--- src/rtl/ps2_key_scheduler.sv ---
// PS/2 set-2 scan-code parser, held-key tracker and command FIFO for the game keys.
// Define KEY_REPEAT_EN to compile in the auto-repeat engine for held arrow keys.
module ps2_key_scheduler #(
  parameter int unsigned REPEAT_DELAY  = 5000000,
  parameter int unsigned REPEAT_PERIOD = 2500000,
  parameter int unsigned FIFO_DEPTH    = 4
) (
  input  logic       inclock,
  input  logic       reset,
  input  logic [7:0] ps2_key_data,
  input  logic       ps2_key_pressed,
  input  logic       cmd_ready,
  output logic       cmd_valid,
  output logic [2:0] cmd_code,
  output logic [4:0] held_keys,
  output logic       overflow
);

  localparam int unsigned AW = (FIFO_DEPTH > 1) ? $clog2(FIFO_DEPTH) : 1;
  localparam int unsigned CW = AW + 1;

  typedef enum logic [1:0] {ST_IDLE, ST_EXT, ST_BRK, ST_EXT_BRK} state_t;

  state_t     state_q, state_d;
  logic       key_hit_c, key_arrow_c;
  logic [2:0] key_idx_c;
  logic       make_c, brk_c, make_push_c;
  logic       push_c;
  logic [2:0] push_code_c;
  logic [4:0] held_q, held_d;

  logic [2:0]    mem_q [FIFO_DEPTH];
  logic [AW-1:0] wp_q, rp_q;
  logic [CW-1:0] fcnt_q;
  logic          overflow_q;
  logic          full_c, pop_c, wr_c;

  // Scan-code to command-code map
  always_comb begin
    key_hit_c   = 1'b0;
    key_arrow_c = 1'b0;
    key_idx_c   = 3'd0;
    case (ps2_key_data)
      8'h75: begin key_hit_c = 1'b1; key_arrow_c = 1'b1; key_idx_c = 3'd0; end
      8'h72: begin key_hit_c = 1'b1; key_arrow_c = 1'b1; key_idx_c = 3'd1; end
      8'h6B: begin key_hit_c = 1'b1; key_arrow_c = 1'b1; key_idx_c = 3'd2; end
      8'h74: begin key_hit_c = 1'b1; key_arrow_c = 1'b1; key_idx_c = 3'd3; end
      8'h29: begin key_hit_c = 1'b1; key_idx_c = 3'd4; end
      default: ;
    endcase
  end

  always_ff @(posedge inclock) begin
    if (reset) state_q <= ST_IDLE;
    else       state_q <= state_d;
  end

  // Parser next state; SPACE is only recognised without the E0 prefix
  always_comb begin
    state_d = state_q;
    make_c  = 1'b0;
    brk_c   = 1'b0;
    if (ps2_key_pressed) begin
      case (state_q)
        ST_IDLE: begin
          if (ps2_key_data == 8'hE0)      state_d = ST_EXT;
          else if (ps2_key_data == 8'hF0) state_d = ST_BRK;
          else                            make_c  = key_hit_c;
        end
        ST_EXT: begin
          if (ps2_key_data == 8'hF0) begin
            state_d = ST_EXT_BRK;
          end else begin
            state_d = ST_IDLE;
            make_c  = key_arrow_c;
          end
        end
        ST_BRK: begin
          state_d = ST_IDLE;
          brk_c   = key_hit_c;
        end
        ST_EXT_BRK: begin
          state_d = ST_IDLE;
          brk_c   = key_arrow_c;
        end
        default: state_d = ST_IDLE;
      endcase
    end
  end

  assign make_push_c = make_c & ~held_q[key_idx_c];

  always_comb begin
    held_d = held_q;
    if (make_push_c) held_d[key_idx_c] = 1'b1;
    if (brk_c)       held_d[key_idx_c] = 1'b0;
  end

  always_ff @(posedge inclock) begin
    if (reset) held_q <= '0;
    else       held_q <= held_d;
  end

`ifdef KEY_REPEAT_EN
  logic        act_vld_q, act_vld_d;
  logic [2:0]  act_key_q, act_key_d;
  logic [31:0] rcnt_q, rcnt_d;
  logic        first_q, first_d;
  logic        rep_due_c, rep_push_c;

  // Repeat engine: a make push always wins over a repeat due the same cycle
  always_comb begin
    act_vld_d  = act_vld_q;
    act_key_d  = act_key_q;
    rcnt_d     = rcnt_q;
    first_d    = first_q;
    rep_push_c = 1'b0;
    rep_due_c  = act_vld_q &&
                 (rcnt_q == (first_q ? 32'(REPEAT_DELAY - 1) : 32'(REPEAT_PERIOD - 1)));
    if (make_push_c && key_arrow_c) begin
      act_vld_d = 1'b1;
      act_key_d = key_idx_c;
      rcnt_d    = '0;
      first_d   = 1'b1;
    end else if (brk_c && act_vld_q && (key_idx_c == act_key_q)) begin
      act_vld_d = 1'b0;
      rcnt_d    = '0;
    end else if (act_vld_q) begin
      if (rep_due_c) begin
        rcnt_d     = '0;
        first_d    = 1'b0;
        rep_push_c = ~make_push_c;
      end else begin
        rcnt_d = rcnt_q + 32'd1;
      end
    end
  end

  always_ff @(posedge inclock) begin
    if (reset) begin
      act_vld_q <= 1'b0;
      act_key_q <= '0;
      rcnt_q    <= '0;
      first_q   <= 1'b1;
    end else begin
      act_vld_q <= act_vld_d;
      act_key_q <= act_key_d;
      rcnt_q    <= rcnt_d;
      first_q   <= first_d;
    end
  end

  assign push_c      = make_push_c | rep_push_c;
  assign push_code_c = make_push_c ? key_idx_c : act_key_q;
`else
  logic unused_repeat_params;
  assign unused_repeat_params = ^{32'(REPEAT_DELAY), 32'(REPEAT_PERIOD)};

  assign push_c      = make_push_c;
  assign push_code_c = key_idx_c;
`endif

  // Command FIFO; full is judged on the registered count so a same-cycle pop cannot admit a push
  assign full_c = (fcnt_q == CW'(FIFO_DEPTH));
  assign pop_c  = (fcnt_q != '0) & cmd_ready;
  assign wr_c   = push_c & ~full_c;

  always_ff @(posedge inclock) begin
    if (reset) begin
      for (int unsigned i = 0; i < FIFO_DEPTH; i++) mem_q[i] <= '0;
      wp_q       <= '0;
      rp_q       <= '0;
      fcnt_q     <= '0;
      overflow_q <= 1'b0;
    end else begin
      if (wr_c) begin
        mem_q[wp_q] <= push_code_c;
        wp_q        <= wp_q + AW'(1);
      end
      if (pop_c) rp_q <= rp_q + AW'(1);
      case ({wr_c, pop_c})
        2'b10:   fcnt_q <= fcnt_q + CW'(1);
        2'b01:   fcnt_q <= fcnt_q - CW'(1);
        default: fcnt_q <= fcnt_q;
      endcase
      if (push_c && full_c) overflow_q <= 1'b1;
    end
  end

  assign cmd_valid = (fcnt_q != '0);
  assign cmd_code  = mem_q[rp_q];
  assign held_keys = held_q;
  assign overflow  = overflow_q;

endmodule

--- config.mk ---
export PLATFORM = sky130hd
export DESIGN_NAME = ps2_key_scheduler
export DESIGN_NICKNAME = d
export VERILOG_FILES = /design/src/rtl/ps2_key_scheduler.sv
export SDC_FILE = /design/constraint.sdc
export NUM_CORES = 1
export LEC_CHECK = 0
export BUFFER_PORTS_ARGS = -buffer_cell sky130_fd_sc_hd__buf_4
export CAP_MARGIN = 0
export CORE_MARGIN = 4
export CORE_UTILIZATION = 41
export DETAILED_ROUTE_END_ITERATION = 10
export PLACE_DENSITY = 0.62
export SLEW_MARGIN = 20
export SYNTH_ARGS = -nofsm -noshare
export SYNTH_HDL_FRONTEND = slang
export SYNTH_SLANG_ARGS = --single-unit
--- constraint.sdc ---
create_clock -name inclock -period 4.1 [get_ports inclock]
set_input_delay 0 -clock inclock [delete_from_list [all_inputs] [get_ports inclock]]
set_output_delay 0 -clock inclock [all_outputs]
set_load 0.01 [all_outputs]
==> results of run 1 <==
==> routing by layer <==
metal	up-vias	global-route usage [%]	share of wire [%]
met5	-	0	0
met4	0	5.85	1.7
met3	7	3.69	4.5
met2	46	26.7	51
met1	629	19.6	42
li1	667	-	-
==> cells in the final DEF, fill, tap and decap left out, types with 2 or more instances in the layout <==
| cell | count |
|---|---|
| nand2_1 | 9 |
| a31oi_1 | 3 |
| clkbuf_8 | 6 |
| a41oi_1 | 3 |
| nor2_1 | 16 |
| and3_1 | 4 |
| nor3_1 | 2 |
| xor2_1 | 3 |
| nor2b_1 | 5 |
| mux4_2 | 3 |
| a2111oi_1 | 3 |
| nand3_1 | 4 |
| nand3b_1 | 4 |
| a311oi_1 | 2 |
| buf_4 | 21 |
| a21oi_1 | 7 |
| inv_1 | 7 |
| nand2b_1 | 6 |
| o21ai_1 | 3 |
| or3_1 | 7 |
| edfxtp_1 | 12 |
| a211oi_1 | 6 |
| dfxtp_1 | 17 |
| nor3b_1 | 2 |
==> area by class of cell <==
type / instances / area [um2] / area share [%]
Tap cell: 48 / 60.1 / 3.09
Sequential cell: 29 / 701 / 36.0
Timing Repair Buffer: 22 / 168 / 8.62
Inverter: 8 / 30.0 / 1.54
Clock buffer: 8 / 111 / 5.72
Multi-Input combinational cell: 119 / 876 / 45.0
==> Yosys cell counts (2+ instances only) <==
master / instances / area share [%]
o21ai_1: 3 / 0.92
xor2_1: 3 / 1.6
clkbuf_1: 3 / 0.69
a21oi_1: 7 / 2.2
a211oi_1: 6 / 2.8
inv_1: 7 / 1.6
a31oi_1: 3 / 1.2
a2111oi_1: 3 / 1.9
a41oi_1: 3 / 1.6
edfxtp_1: 12 / 22
nor2b_1: 5 / 1.9
nand2b_1: 6 / 2.3
or3_1: 7 / 2.7
mux4_2: 3 / 4.2
dfxtp_1: 17 / 21
and3_1: 4 / 1.5
nor3_1: 2 / 0.62
nand3b_1: 4 / 1.9
nor2_1: 16 / 3.7
nor3b_1: 2 / 0.92
nand3_1: 4 / 1.2
a311oi_1: 2 / 1.1
nand2_1: 9 / 2.1
==> flip-flops by register name (all words and copies together) (netlist names), named ones only <==
name / count
overflow: 1
state_q: 2
held_keys: 5
wp_q: 2
fcnt_q: 3
mem_q: 12
rp_q: 2
==> worst max-delay path by stage <==
stage,slack [ns],cells past startpoint,startpoint,end
after CTS,1.43,11,state_q[0]$_SDFFE_PP0P_,fcnt_q[2]$_SDFFE_PP0P_
after detailed placement,1.46,11,state_q[0]$_SDFFE_PP0P_,fcnt_q[2]$_SDFFE_PP0P_
after global routing,1.24,11,state_q[0]$_SDFFE_PP0P_,fcnt_q[2]$_SDFFE_PP0P_
after global placement,1.58,12,ps2_key_data[2],fcnt_q[2]$_SDFFE_PP0P_
final,1.44,11,state_q[0]$_SDFFE_PP0P_,fcnt_q[2]$_SDFFE_PP0P_
after floorplan,1.67,11,state_q[0]$_SDFFE_PP0P_,fcnt_q[2]$_SDFFE_PP0P_
==> per-stage QoR <==
stage          power [mW]  utilization [%]  setup WS, ns  instance area [um2]
2_1_floorplan       0.337                -          1.67                 1620
3_3_place_gp        0.358             48.7          1.58                 1820
3_5_place_dp        0.359             48.7          1.46                 1820
6_report            0.636             52.0          1.44                 1950
4_1_cts             0.640             52.0          1.43                 1950
5_1_grt             0.660             52.0          1.24                 1950
==> timing repair <==
item | in CTS | in global routing
hold endpoints to repair | 2 | 0
resized for setup | 0 | 0
hold buffers | 1 | 0
==> worst min-delay path: stages <==
cell and delay, ns:
buf_4 0.15, nand3_1 0.07, a21oi_1 0.06
==> cells by family (layout without fill, tap and decap cells) <==
logic type	after synthesis	in the layout	share of synthesized area, %
buffers and inverters	12	38	2.85
AND/OR/NAND/NOR	70	70	25.1
XOR/XNOR	4	4	2.16
AO/OA/AOI/OAI	39	39	19.8
multiplexers	4	4	4.86
adder cells (fa/ha/maj)	2	2	2.00
flip-flops	29	29	43.2
==> power by group through the flow <==
stage                     clock, mW  combinational (mW)  sequential (mW)
after floorplan                   0              0.0259            0.312
after global placement            0              0.0459            0.312
after detailed placement          0              0.0468            0.312
after CTS                     0.286              0.0480            0.306
after global routing          0.301              0.0528            0.306
final                         0.282              0.0484            0.306
==> metrics.txt, run 1 <==
status=finished, final reports clean; Non-Filler Instances=234; number of global-route vias before repair=1341; clock power share=44.3%; Site Rows=22; post-synthesis cell count=160; Min Clock Period, post-route=2.66 ns; Total Wirelength=3690 um; Worst setup EP type=flop; Peak VDD IR=0.153 mV; crit-path max FO=8; register area share after synthesis=43.2%; vias=around 1300; area grow syn2layout=19.9%; Post-synth EDFFs=12; post-CTS setup buffer count=0; Final ANT Viol Nets=0; critical path required time=4.31 ns; HPWL after detailed placement=2750 um; Net count, final=199; TritonCTS Sinks=29; fin crit share=64.9%; Top delay family on crit path=simple AND/OR/NAND/NOR gates; unique cell type count in the Yosys netlist=52; CP max stage delay=~0.4 ns; hold path start=ps2_key_data[4]; Synth Register Bits=29; Net Switching=~0.14 mW; Worst Hold Path Cells=3; vias per cell=5.76; ys flop type=dfxtp_1; Slowest-stage cell, CP=or3_1; Top Ports=22; Final Hold Viols=0; share of synthesized registers carrying an async set or reset=0%; Inst Count DP=between 200 and 250; Flop pwr share=48.1%; Hold Crit Endpoint=state_q[1]$_SDFFE_PP0P_; r2r worst-path depth=11; Net Sw Frac=21.8%; clock skew=between 0.01 and 0.015 ns; WHS=0.0371 ns; Hold Path Class=input port to flop; CP Buf/Inv Count=2; RSZ-0062 raised after global routing=no; clock transition at the registers of the reported paths=0.07 ns; Post-Syn Area=1620 um2; gr usage total=15.8%; most frequent CP cell=or3_1; H-tree depth=2; CTS Buffer Depth=2; setup violators final=0; number of fillers in the final layout=~360; ANT cells=0; Post-Syn Nets=174; Power Internal=between 0.4 and 0.5 mW; CP Data Arrival Time=2.87 ns; r2r setup slk=1.44 ns; largest net degree at the start of global routing=21; Crit Reg-Reg Startpoint=state_q[0]$_SDFFE_PP0P_; initial DRC count=76; share of cells above drive strength 1=a little over a fifth; DIE AREA=5030 um2; CTS Buf Count=5; I/O Buffers=21; CP cell instances=or3_1 -> a211oi_2 -> o311a_4 -> and3_4 -> inv_2 -> ha_1 -> inv_1 -> fa_1 -> xor2_1 -> or3_1 -> a21oi_1; Die Wd=70.9 um; core box area=3740 um2; DR pass1 iterations=4; Lkg Pwr=around 0.67 nW; Starting Density=43.3%; Crit Path Category=flop to flop; Worst-Margin Slew=roughly 0.65 ns; Clock Latency Late Sink=0.28 ns; Fmax=approximately 380 MHz; Max Cap Violations=0; Pwr per Cell Area=327 nW/um2; DRC=0; CTS tree=built; FF-to-FF End=fcnt_q[2]$_SDFFE_PP0P_; average size of a mapped cell=10.1 um2; Critical Path Source Type=flop; Pins Over Slew Limit=0; Synth warnings=0; die height=between 70 and 80 um; Slew HR=55.9%; gr ovfl total=0; Comb power frac=7.6%; post-route setup TNS=0 ns; Root Driver=clkbuf_8; first-pass GRT wire length=6290 um; Final GP Congestion=0.909; WL/cell=approximately 16 um; initial antenna violation count=0
Power figures use the tool's default switching activity.
==> inputs of run 2 (changes only) <==
- ABC_AREA: not set -> 1
- PLACE_DENSITY: 0.62 -> 0.64
- clock period: 4.1 -> 2.16 ns (I/O delays scaled with it)
==> metrics.txt, run 2 <==
vias per cell=4.80 (-17%); Non-Filler Instances=288 (+23%); core box area=3740 um2 (unchanged); TritonCTS Sinks=29 (unchanged); DRC=0 (unchanged); Post-synth EDFFs=12 (unchanged); H-tree depth=2 (unchanged); DR pass1 iterations=5 (+1); Hold Path Class=input port to flop; number of fillers in the final layout=382 (+5.8%); WHS=0.0224 ns (-0.0147 ns); Final GP Congestion=0.805 (-11%); Die Wd=70.8 um (-0.11%); share of synthesized registers carrying an async set or reset=0% (unchanged); HPWL after detailed placement=2420 um (-12%); first-pass GRT wire length=5410 um (-14%); gr usage total=13.9% (-1.9 points); Crit Path Category=flop to flop; unique cell type count in the Yosys netlist=27 (-48%); post-route setup TNS=0 ns (unchanged); clock skew=0.00641 ns (-0.00539 ns); Worst-Margin Slew=0.547 ns (-0.108 ns); Overall Power=1.27 mW (+100%); Slew HR=63.3% (+7.3 points); ANT cells=0 (unchanged); number of global-route vias before repair=1292 (-3.7%); initial DRC count=73 (-3.9%); status=finished, final reports clean; largest net degree at the start of global routing=20 (-4.8%); Post-Layout Inst Area=1960 um2 (+0.84%); DIE AREA=5020 um2 (-0.21%); initial antenna violation count=0 (unchanged); Hold Crit Endpoint=state_q[0]$_SDFFE_PP0P_; Largest Register=mem_q; Clock Latency Late Sink=0.28 ns (about the same); ys flop type=dfxtp_1; CTS Buffer Depth=2 (unchanged); FF-to-FF End=fcnt_q[2]$_SDFFE_PP0P_; Site Rows=22 (unchanged); most frequent cells in the layout=nand2_1 (34), nor2_1 (31), inv_1 (29); register area share after synthesis=43.3% (+0.10 points); Max Cap Violations=0 (unchanged); Reg area=701 um2 (unchanged); WL/cell=10.8 um (-31%); fin crit share=91.1% (+26 points); most frequent cell after synthesis=nand2_1; Peak VDD IR=0.355 mV (+130%); CTS Buf Count=5 (unchanged); RSZ-0062 raised after global routing=no; post-synthesis cell count=208 (+30%); Post-Syn Area=1620 um2 (-0.23%); area grow syn2layout=21.2%; top post-synthesis cells by area=edfxtp_1 (22%), dfxtp_1 (21%), nand2_1 (7.9%), nor2_1 (7.2%), inv_1 (6.7%); Largest register FFs=12 (unchanged); Pwr per Cell Area=648 nW/um2 (+98%); hold path start=ps2_key_pressed; Placed Instance Area=1860 um2 (+1.7%); critical path required time=2.33 ns (-1.98 ns); Post-synth top cells=nand2_1 (34), nor2_1 (31), inv_1 (29), o21ai_0 (19), dfxtp_1 (17); Synth Register Bits=29 (unchanged); Pins Over Slew Limit=0 (unchanged); r2r worst-path depth=12 (+1); Total Wirelength=3120 um (-16%); Critical Path Source Type=flop; I/O Buffers=21 (unchanged); gr ovfl total=0 (unchanged); area fraction of the dominant cell type after synthesis=22.3% (+0.051 points); Min Clock Period, post-route=1.97 ns (-0.692 ns); final setup margin=0.193 ns (-1.25 ns); average size of a mapped cell=7.78 um2 (-23%); Final Hold Viols=0 (unchanged); CTS tree=built; setup violators final=0 (unchanged); r2r setup slk=0.19 ns (-1.25 ns); clock transition at the registers of the reported paths=0.06 ns (about the same); share of cells above drive strength 1=24.2% (+2.7 points); Fmax=508 MHz (+35%); Synth warnings=0 (unchanged); Net count, final=253 (+27%); Worst setup EP type=flop; Root Driver=clkbuf_8; vias=1383 (+2.5%); Final ANT Viol Nets=0 (unchanged); fin util=52.4% (+0.43 points); crit-path max FO=4 (-4); Top Ports=22 (unchanged); die height=70.8 um (-0.11%); Lkg Pwr=0.815 nW (+22%); CP Data Arrival Time=2.13 ns (-0.74 ns); Starting Density=43.2% (-0.10 points); Inst Count DP=279 (+24%); area leader, netlist=edfxtp_1; pre-CTS setup slack=0.0367 ns (-1.42 ns); most common cell after layout, fill and taps aside=nand2_1; Crit Reg-Reg Startpoint=state_q[1]$_SDFFE_PP0P_; Worst Hold Path Cells=3 (unchanged); post-CTS setup buffer count=0 (unchanged); Post-Syn Nets=222 (+28%); area taken by multi-input logic gates=800 um2 (-8.7%)
run 2: cell types whose count changed after synthesis, sizes merged, moves of 6 or more:
cell / change
a211oi: -7
o21ai: +16
nor2: +24
nand3: +9
nand2b: -6
inv: +23
or3: -7
a21oi: +8
nand2: +32
run 2: how the worst max path moves through the flow:
| stage | start | endpoint |
|---|---|---|
| 2_1_floorplan | fcnt_q[0]$_SDFFE_PP0P_ | fcnt_q[2]$_SDFFE_PP0P_ |
| 3_3_place_gp | ps2_key_data[7] | fcnt_q[2]$_SDFFE_PP0P_ |
| 3_5_place_dp | ps2_key_data[7] | fcnt_q[2]$_SDFFE_PP0P_ |
| 4_1_cts | fcnt_q[0]$_SDFFE_PP0P_ | fcnt_q[2]$_SDFFE_PP0P_ |
| 5_1_grt | state_q[1]$_SDFFE_PP0P_ | fcnt_q[2]$_SDFFE_PP0P_ |
| 6_report | state_q[1]$_SDFFE_PP0P_ | fcnt_q[2]$_SDFFE_PP0P_ |
run 2: routing by layer:
layer | wire [um] | GRT usage, % | vias to the layer above | part of all wire (%)
met4 | 93 | 9.39 | 0 | 3.0
li1 | - | - | 739 | -
met3 | 97 | 3.84 | 6 | 3.1
met1 | 1400 | 15.1 | 620 | 45
met2 | 1520 | 23.6 | 18 | 49
met5 | 0 | 0 | - | 0
run 2: cells by family after synthesis:
logic type,after synthesis,synth area share (%)
adders and majority gates,2,2.01
and+or+nand+nor,102,32.5
xor gates and xnor gates,1,0.541
AOI/OAI and AO/OA,41,14.0
buffers and inverters,33,7.65
DFF,29,43.3
run 2: timing repair:
item                                    in CTS  in global routing
endpoints found under the hold margin        2                  0
hold buffers                                 1                  0
endpoints found under the setup margin       0                  1
resized for setup                            0                  2
run 2: final cells by class:
type | count | share of cell area, %
flip-flops and latches | 29 | 35.7
clock inverters | 2 | 0.446
well taps | 48 | 3.06
inverters | 32 | 6.12
multi-input cells | 146 | 40.8
clock buffers | 6 | 4.21
repair buffers | 25 | 9.69
run 2: report_power, final:
group / leakage [nW] / total (mW) / switching [mW] / internal, mW
sequential: 0.261 / 0.615 / 0.0199 / 0.595
combinational: 0.505 / 0.200 / 0.117 / 0.0829
clock: 0.0486 / 0.456 / 0.204 / 0.252
run 2: critical path: stages, from the launching register on:
cell and delay (ns):
dfxtp_1 0.35, inv_1 0.10, nand2_1 0.07, o21bai_1 0.11
nand2_2 0.11, nand4_4 0.08, ha_1 0.14, inv_1 0.06
fa_1 0.38, a21oi_1 0.15, o21ai_0 0.12, o21ai_1 0.13
a21oi_1 0.06
